[src/rtl/controller_if.sv]
// ============================================================================
//  Module      : controller_if
//  Description : Control bus between the multicycle MIPS controller and its
//                datapath: instruction fields and flags in, enables out.
//  Revision    : 1.0 - initial release
// ============================================================================
`default_nettype none

interface controller_if;
    logic [5:0] op;
    logic [5:0] funct;
    logic       zero;
    logic       pcen;
    logic       memwrite;
    logic       irwrite;
    logic       regwrite;
    logic       alusrca;
    logic       iord;
    logic       memtoreg;
    logic       regdst;
    logic [1:0] alusrcb;
    logic [1:0] pcsrc;
    logic [3:0] alucontrol;

    modport master (
        input  op, funct, zero,
        output pcen, memwrite, irwrite, regwrite, alusrca, iord,
               memtoreg, regdst, alusrcb, pcsrc, alucontrol
    );

    modport slave (
        output op, funct, zero,
        input  pcen, memwrite, irwrite, regwrite, alusrca, iord,
               memtoreg, regdst, alusrcb, pcsrc, alucontrol
    );
endinterface

`default_nettype wire

[src/rtl/controller.sv]
// ============================================================================
//  Module      : controller
//  Description : Multicycle MIPS control unit - Moore main-decoder FSM plus a
//                combinational ALU decoder (LW, SW, R-type, BEQ, ADDI, J).
//  Revision    : 1.0 - initial release
// ============================================================================
`default_nettype none

module controller (
    input  wire              clk,
    input  wire              reset,
    controller_if.master     ctl
);

    localparam logic [5:0] OP_LW    = 6'b100011;
    localparam logic [5:0] OP_SW    = 6'b101011;
    localparam logic [5:0] OP_RTYPE = 6'b000000;
    localparam logic [5:0] OP_BEQ   = 6'b000100;
    localparam logic [5:0] OP_ADDI  = 6'b001000;
    localparam logic [5:0] OP_J     = 6'b000010;

    localparam logic [3:0] ALU_ADD = 4'b0010;
    localparam logic [3:0] ALU_SUB = 4'b0110;
    localparam logic [3:0] ALU_AND = 4'b0000;
    localparam logic [3:0] ALU_OR  = 4'b0001;
    localparam logic [3:0] ALU_SLT = 4'b0111;
    localparam logic [3:0] ALU_NOR = 4'b1100;

    typedef enum logic [3:0] {
        FETCH   = 4'd0,
        DECODE  = 4'd1,
        MEMADR  = 4'd2,
        MEMRD   = 4'd3,
        MEMWB   = 4'd4,
        MEMWR   = 4'd5,
        RTYPEEX = 4'd6,
        RTYPEWB = 4'd7,
        BEQEX   = 4'd8,
        ADDIEX  = 4'd9,
        ADDIWB  = 4'd10,
        JEX     = 4'd11
    } state_t;

    state_t     r_state;
    state_t     w_next_state;

    logic       w_pcwrite;
    logic       w_branch;
    logic [1:0] w_aluop;
    logic       w_memwrite;
    logic       w_irwrite;
    logic       w_regwrite;
    logic       w_alusrca;
    logic       w_iord;
    logic       w_memtoreg;
    logic       w_regdst;
    logic [1:0] w_alusrcb;
    logic [1:0] w_pcsrc;
    logic [3:0] w_alucontrol;

    always_ff @(posedge clk) begin
        if (reset)
            r_state <= FETCH;
        else
            r_state <= w_next_state;
    end

    // Next state depends on op only, so X/Z on funct or zero cannot reach it.
    always_comb begin
        w_next_state = FETCH;
        case (r_state)
            FETCH:   w_next_state = DECODE;
            DECODE: begin
                case (ctl.op)
                    OP_LW, OP_SW: w_next_state = MEMADR;
                    OP_RTYPE:     w_next_state = RTYPEEX;
                    OP_BEQ:       w_next_state = BEQEX;
                    OP_ADDI:      w_next_state = ADDIEX;
                    OP_J:         w_next_state = JEX;
                    default:      w_next_state = FETCH;
                endcase
            end
            MEMADR:  w_next_state = (ctl.op == OP_LW) ? MEMRD : MEMWR;
            MEMRD:   w_next_state = MEMWB;
            RTYPEEX: w_next_state = RTYPEWB;
            ADDIEX:  w_next_state = ADDIWB;
            default: w_next_state = FETCH;
        endcase
    end

    always_comb begin
        w_pcwrite  = 1'b0;
        w_branch   = 1'b0;
        w_aluop    = 2'b00;
        w_memwrite = 1'b0;
        w_irwrite  = 1'b0;
        w_regwrite = 1'b0;
        w_alusrca  = 1'b0;
        w_iord     = 1'b0;
        w_memtoreg = 1'b0;
        w_regdst   = 1'b0;
        w_alusrcb  = 2'b00;
        w_pcsrc    = 2'b00;
        case (r_state)
            FETCH: begin
                w_alusrcb = 2'b01;
                w_irwrite = 1'b1;
                w_pcwrite = 1'b1;
            end
            DECODE:  w_alusrcb = 2'b11;
            MEMADR: begin
                w_alusrca = 1'b1;
                w_alusrcb = 2'b10;
            end
            MEMRD:   w_iord = 1'b1;
            MEMWB: begin
                w_memtoreg = 1'b1;
                w_regwrite = 1'b1;
            end
            MEMWR: begin
                w_iord     = 1'b1;
                w_memwrite = 1'b1;
            end
            RTYPEEX: begin
                w_alusrca = 1'b1;
                w_aluop   = 2'b10;
            end
            RTYPEWB: begin
                w_regdst   = 1'b1;
                w_regwrite = 1'b1;
            end
            BEQEX: begin
                w_alusrca = 1'b1;
                w_aluop   = 2'b01;
                w_pcsrc   = 2'b01;
                w_branch  = 1'b1;
            end
            ADDIEX: begin
                w_alusrca = 1'b1;
                w_alusrcb = 2'b10;
            end
            ADDIWB:  w_regwrite = 1'b1;
            JEX: begin
                w_pcsrc   = 2'b10;
                w_pcwrite = 1'b1;
            end
            default: ;
        endcase
    end

    always_comb begin
        w_alucontrol = ALU_ADD;
        case (w_aluop)
            2'b01: w_alucontrol = ALU_SUB;
            2'b10: begin
                case (ctl.funct)
                    6'b100000: w_alucontrol = ALU_ADD;
                    6'b100010: w_alucontrol = ALU_SUB;
                    6'b100100: w_alucontrol = ALU_AND;
                    6'b100101: w_alucontrol = ALU_OR;
                    6'b101010: w_alucontrol = ALU_SLT;
                    6'b100111: w_alucontrol = ALU_NOR;
                    default:   w_alucontrol = ALU_AND;
                endcase
            end
            default: w_alucontrol = ALU_ADD;
        endcase
    end

    assign ctl.pcen       = w_pcwrite | (w_branch & ctl.zero);
    assign ctl.memwrite   = w_memwrite;
    assign ctl.irwrite    = w_irwrite;
    assign ctl.regwrite   = w_regwrite;
    assign ctl.alusrca    = w_alusrca;
    assign ctl.iord       = w_iord;
    assign ctl.memtoreg   = w_memtoreg;
    assign ctl.regdst     = w_regdst;
    assign ctl.alusrcb    = w_alusrcb;
    assign ctl.pcsrc      = w_pcsrc;
    assign ctl.alucontrol = w_alucontrol;

endmodule

`default_nettype wire

[src/flat_wrapper.sv]
// flat-port wrapper written by rule: the top's interface ports become plain ports
module controller_flat 
  (clk, reset, ctl_op, ctl_funct, ctl_zero, ctl_pcen, ctl_memwrite, ctl_irwrite, ctl_regwrite, ctl_alusrca, ctl_iord, ctl_memtoreg, ctl_regdst, ctl_alusrcb, ctl_pcsrc, ctl_alucontrol);
  controller_if ctl_i ();
  input  wire clk;
  input  wire reset;
  input wire logic [$bits(ctl_i.op)-1:0] ctl_op;
  input wire logic [$bits(ctl_i.funct)-1:0] ctl_funct;
  input wire logic [$bits(ctl_i.zero)-1:0] ctl_zero;
  output wire logic [$bits(ctl_i.pcen)-1:0] ctl_pcen;
  output wire logic [$bits(ctl_i.memwrite)-1:0] ctl_memwrite;
  output wire logic [$bits(ctl_i.irwrite)-1:0] ctl_irwrite;
  output wire logic [$bits(ctl_i.regwrite)-1:0] ctl_regwrite;
  output wire logic [$bits(ctl_i.alusrca)-1:0] ctl_alusrca;
  output wire logic [$bits(ctl_i.iord)-1:0] ctl_iord;
  output wire logic [$bits(ctl_i.memtoreg)-1:0] ctl_memtoreg;
  output wire logic [$bits(ctl_i.regdst)-1:0] ctl_regdst;
  output wire logic [$bits(ctl_i.alusrcb)-1:0] ctl_alusrcb;
  output wire logic [$bits(ctl_i.pcsrc)-1:0] ctl_pcsrc;
  output wire logic [$bits(ctl_i.alucontrol)-1:0] ctl_alucontrol;
  assign ctl_i.op = ctl_op;
  assign ctl_i.funct = ctl_funct;
  assign ctl_i.zero = ctl_zero;
  assign ctl_pcen = ctl_i.pcen;
  assign ctl_memwrite = ctl_i.memwrite;
  assign ctl_irwrite = ctl_i.irwrite;
  assign ctl_regwrite = ctl_i.regwrite;
  assign ctl_alusrca = ctl_i.alusrca;
  assign ctl_iord = ctl_i.iord;
  assign ctl_memtoreg = ctl_i.memtoreg;
  assign ctl_regdst = ctl_i.regdst;
  assign ctl_alusrcb = ctl_i.alusrcb;
  assign ctl_pcsrc = ctl_i.pcsrc;
  assign ctl_alucontrol = ctl_i.alucontrol;
  controller u_core (.clk(clk), .reset(reset), .ctl(ctl_i));
endmodule
[config.mk]
export PLATFORM = sky130hd
export DESIGN_NAME = controller_flat
export DESIGN_NICKNAME = d
export VERILOG_FILES = /design/src/rtl/controller_if.sv /design/src/rtl/controller.sv /design/src/flat_wrapper.sv
export SDC_FILE = /design/constraint.sdc
export NUM_CORES = 1
export LEC_CHECK = 0
export CAP_MARGIN = 30
export CORE_MARGIN = 2
export CORE_UTILIZATION = 41
export CTS_CLUSTER_DIAMETER = 60
export DETAILED_ROUTE_END_ITERATION = 12
export GPL_ROUTABILITY_DRIVEN = 1
export MAX_ROUTING_LAYER = met4
export PLACE_DENSITY = 0.94
export SLEW_MARGIN = 20
export SYNTH_ARGS = -nofsm -noshare
export SYNTH_HDL_FRONTEND = slang
export SYNTH_SLANG_ARGS = --single-unit
[constraint.sdc]
create_clock -name clk -period 3.8 [get_ports clk]
set_input_delay 0.76 -clock clk [delete_from_list [all_inputs] [get_ports clk]]
set_output_delay 0.76 -clock clk [all_outputs]
set_load 0.1 [all_outputs]
# Word-level counts from Yosys, hierarchy flattened
# Cells that the tools add are included.
# W data, S select, Z words.
# classes
n_eq_ne	23
n_mux	17
bitwise_logic	2
n_reduce_logical	8
# ops
op	count
$eq A6 B6 Y1 const B	7
$pmux W4 S5	2
$pmux W4 S6	1
$eq A4 B3 Y1 const B	4
$eq A4 B4 Y1 const B	4
$mux W1	9
$eq A4 B2 Y1 const B	2
$pmux W2 S2	2
$pmux W4 S2	1
$reduce_or A2 Y1	4
$eq A6 B2 Y1 const B	1
$eq A6 B3 Y1 const B	1
$eq A6 B4 Y1 const B	1
$logic_not A6 Y1	1
$pmux W2 S3	1
$eq A4 B1 Y1 const B	1
$logic_not A4 Y1	1
$reduce_or A4 Y1	1
$mux W3	1
$reduce_or A3 Y1	1
$eq A2 B1 Y1 const B	1
$eq A2 B2 Y1 const B	1
$and A1 B1 Y1	1
$or A1 B1 Y1	1
# word_totals
ff_bits	4
output_inout_bits	16

# Logic depth before layout (Yosys ltp)
# depth
word_depth	4
mapped_depth	6
depth_no_buf	6

# Least setup slack after synthesis
# Ideal clock, no wire load.
# synth_timing
kind	flip-flop to output port
from	register u_core.r_state[3]
to	output ctl_regwrite
t_arrival_ps	3524
slack_ps	-484
stages_incl_launch_ff	5
cell_sequence	dfxtp_1 -> clkbuf_1 -> nand2b_1 -> nor3_1 -> a21o_1
# synth_via
elab_chain_len	3
word_cells_on_any_way	5
classes_between	eq/ne (3); mux (1); reduce/logical (1)
# synth_lines
item	line_no	text
start: declaration	controller.sv:44	state_t r_state;
start signal: assignment	controller.sv:65	r_state <= w_next_state;
$eq A4 B4 Y1 or $eq A4 B3 Y1 (tied branches)	controller.sv:104	case (r_state)
$reduce_or A3 Y1 (no source line) *	--	
$mux W1 *	controller.sv:104	
end: declaration	flat_wrapper.sv:13	output wire logic [$bits(ctl_i.regwrite)-1:0] ctl_regwrite;
# Mark *: on every way between the ends. The rest lies on a longest branch, timed or not.

# Worst setup path after layout
# layout_timing
from	register u_core.r_state[3]
to	output ctl_alucontrol[3]
# layout_via
elab_chain_len	4
word_cells_on_any_way	6
classes_between	eq/ne (4); mux (2)
# layout_lines
item	line_no	text
$eq A4 B4 Y1 or $eq A4 B3 Y1 (tied branches)	controller.sv:104	
$pmux W2 S2 *	controller.sv:104	
$eq A2 B2 Y1 or $eq A2 B1 Y1 (tied branches)	controller.sv:153	case (w_aluop)
$pmux W4 S2 *	controller.sv:153	
end: declaration	flat_wrapper.sv:20	output wire logic [$bits(ctl_i.alucontrol)-1:0] ctl_alucontrol;
# Marks and branches as above.

==> results by group <==
Global routing
  – Antenna violations before repair: 0
  – First-pass GRT wire length: 2.42 mm
  – Pin count of the biggest net entering global routing: 17
  – Number of global-route vias before repair: 623
  – Grt ovf: 0
  – GRT Util Overall: 0.182

Yosys
  – Flops & latches, synth: 4
  – Primary FF master, synth: dfxtp_1
  – Cell Area, Synth: 577 um^2
  – Mean post-synth cell area: 6.95 um^2
  – Unique masters post-synth: 36
  – Post-synth EDFFs: 0
  – Syn Nets: 101
  – Asr flop ratio synth: 0
  – Register area share after synthesis: 0.139
  – Synth Instances: 83
  – Synth warnings: 0

Routing
  – Drt pass-1 iters: 2
  – Total Wirelength: 1.55 mm
  – Avg WL per Cell: 12.2 um
  – Starting DRT DRC Count: 5
  – Vias per inst: 5.47
  – Via count: 695
  – Post-route ant nets: 0
  – DRC: 0

Power and ir drop
  – Pwr/cell area: 207 nW/um^2
  – Peak supply drop: 0.183 mV
  – Leak: 0.352 nW

Critical path
  – CP Class: reg2out
  – Worst EP arrival: 2390 ps
  – Worst Path Required: 3040 ps
  – FF-to-FF path depth: 4
  – CP Launch Type: register
  – Crit Path Max Fanout: 15
  – Crit path from: u_core.r_state[3]
  – Critical Path Sink Type: primary output
  – R2R Path End: u_core.r_state[0]
  – Worst Setup EP: ctl_alucontrol[3]
  – Reg2Reg Setup Slack: 2130 ps
  – R2R Path Start: u_core.r_state[1]

STA
  – Achievable frequency: 317 MHz
  – Final period util: 0.829
  – Max-slew headroom: 0.621
  – Setup TNS: 0 ps
  – Post-route setup slack: 648 ps
  – Fin Hold WS: 740 ps
  – RSZ-0062 raised after global routing: no
  – Fin. max-slew vios: 0
  – Final hold vios: 0
  – Post-layout minimum cycle time: 3150 ps
  – Setup Skew: 3.50 ps
  – Worst slew pin tran: 568 ps
  – Final setup vio count: 0

Clock network
  – Quantity of gates resized following cts: 0
  – Clock Tree Root: clkbuf_4
  – Inserted Clock Buffers: 3
  – H-tree depth: 1
  – CTS tree: yes
  – CTS sink count: 4
  – Clk pin slew, worst setup/hold paths: 40 ps
  – Worst-Skew Late Latency: 240 ps
  – Post-CTS setup buffers: 0
  – CTS max path bufs: 2
  – Hold-fix buffers at CTS: 0

Layout
  – Max FFs per register: 4
  – Share of layout cells above drive strength 1: 0.214
  – Layout net count: 132
  – Regs by FF count: u_core.r_state x4
  – Reg with most FFs: u_core.r_state
  – Area Overhead vs Synth: 51.8%
  – Commonest cells after routing, fill and taps aside: buf_4 (16), clkdlybuf4s50_1 (14), nor2_1 (9), nand2b_1 (7), nand2_1 (5)
  – Commonest non-fill, non-tap cell in the layout: buf_4
  – Antenna diode count: 0

Floorplan
  – IO Pins: 31
  – Starting Density: 0.443
  – Die X: 41.5 um
  – Core ar.: 1300 um^2
  – Row count: 13
  – Die Y: 41.5 um
  – Die area: 1720 um^2

Placed design
  – Worst slack at placement: 817 ps
  – GPL Wtd Cong: 0.788
  – Post-DP HPWL: 1.21 mm
  – IO buf count: 30

Hold path
  – HP Class: reg2reg

Status
  – Status: finished, final reports clean

Run
  – Max-cap violations: 0
[layout make-up]
| class | instances | area, um^2 |
|---|---|---|
| multi-input cells | 71 | 479 |
| fillers | 120 | 425 |
| repair buffers | 30 | 260 |
| flip-flops and latches | 4 | 80.1 |
| clock buffers | 3 | 22.5 |
| well taps | 15 | 18.8 |
| inverters | 4 | 15.0 |
[cells by family after synthesis]
logic type               Yosys count  synth area share
AO/OA/AOI/OAI                     19             0.236
XOR/XNOR                           3            0.0456
adder cells (fa/ha/maj)            3            0.0651
buffers and inverters              8            0.0564
flip-flops                         4             0.139
AND/OR/NAND/NOR                   46             0.458
[worst max-delay path, cell delays in order, from the launching register on]
cell and delay [ps]:
dfxtp_1 620, nand2b_1 170, or3_1 380, ha_1 370, and4b_1 290, buf_4 300
[power breakdown]
part	total [mW]	leakage [nW]	switching, mW	internal, mW
registers	0.0496	0.0326	0.00607	0.0436
logic	0.0768	0.306	0.0486	0.0282
clock network	0.0547	0.0138	0.0193	0.0354
total	0.181	0.352	0.0739	0.107
[Yosys cell counts (2+ instances only)]
cell | instances | area, um^2
nor2_1 | 9 | 33.8
nand2b_1 | 7 | 43.8
nand2_1 | 5 | 18.8
a31oi_1 | 4 | 25.0
dfxtp_1 | 4 | 80.1
inv_1 | 4 | 15.0
nor3_1 | 4 | 20.0
a21o_1 | 3 | 22.5
a21oi_1 | 3 | 15.0
ha_1 | 3 | 37.5
nand3_1 | 3 | 15.0
nor2b_1 | 3 | 18.8
buf_2 | 2 | 10.0
clkbuf_1 | 2 | 7.51
nand3b_1 | 2 | 15.0
nand4_1 | 2 | 12.5
nor4_1 | 2 | 12.5
o21ai_0 | 2 | 10.0
xor2_1 | 2 | 17.5
[how the worst min path moves through the flow]
stage	startpoint	end	slack, ps	depth (start not counted)
after CTS	u_core.r_state[3]	u_core.r_state[0]	720	1
after global placement	u_core.r_state[3]	u_core.r_state[0]	700	1
after floorplan	u_core.r_state[0]	u_core.r_state[3]	540	2
after detailed placement	u_core.r_state[3]	u_core.r_state[0]	720	1
final	u_core.r_state[3]	u_core.r_state[0]	740	1
after global routing	u_core.r_state[3]	u_core.r_state[0]	770	1
[layer usage]
| metal | vias to the layer above | track usage | part of all wire |
|---|---|---|---|
| met1 | 307 | 0.171 | 0.44 |
| met5 | - | - | 0 |
| met4 | 0 | 0.0968 | 0.022 |
| met2 | 22 | 0.338 | 0.48 |
| met3 | 4 | 0.0435 | 0.059 |
| li1 | 362 | - | - |
[through the flow]
| stage | cells | power (mW) | area (um^2) | util |
|---|---|---|---|---|
| 5_1_grt | 127 | 0.188 | 876 | 0.673 |
| 3_5_place_dp | 124 | 0.127 | 853 | 0.656 |
| 6_report | 127 | 0.181 | 876 | 0.673 |
| 2_1_floorplan | 83 | 0.0997 | 592 | - |
| 4_1_cts | 127 | 0.182 | 876 | 0.673 |
| 3_3_place_gp | 124 | 0.126 | 853 | 0.656 |
(Power assumes the default switching activity.)
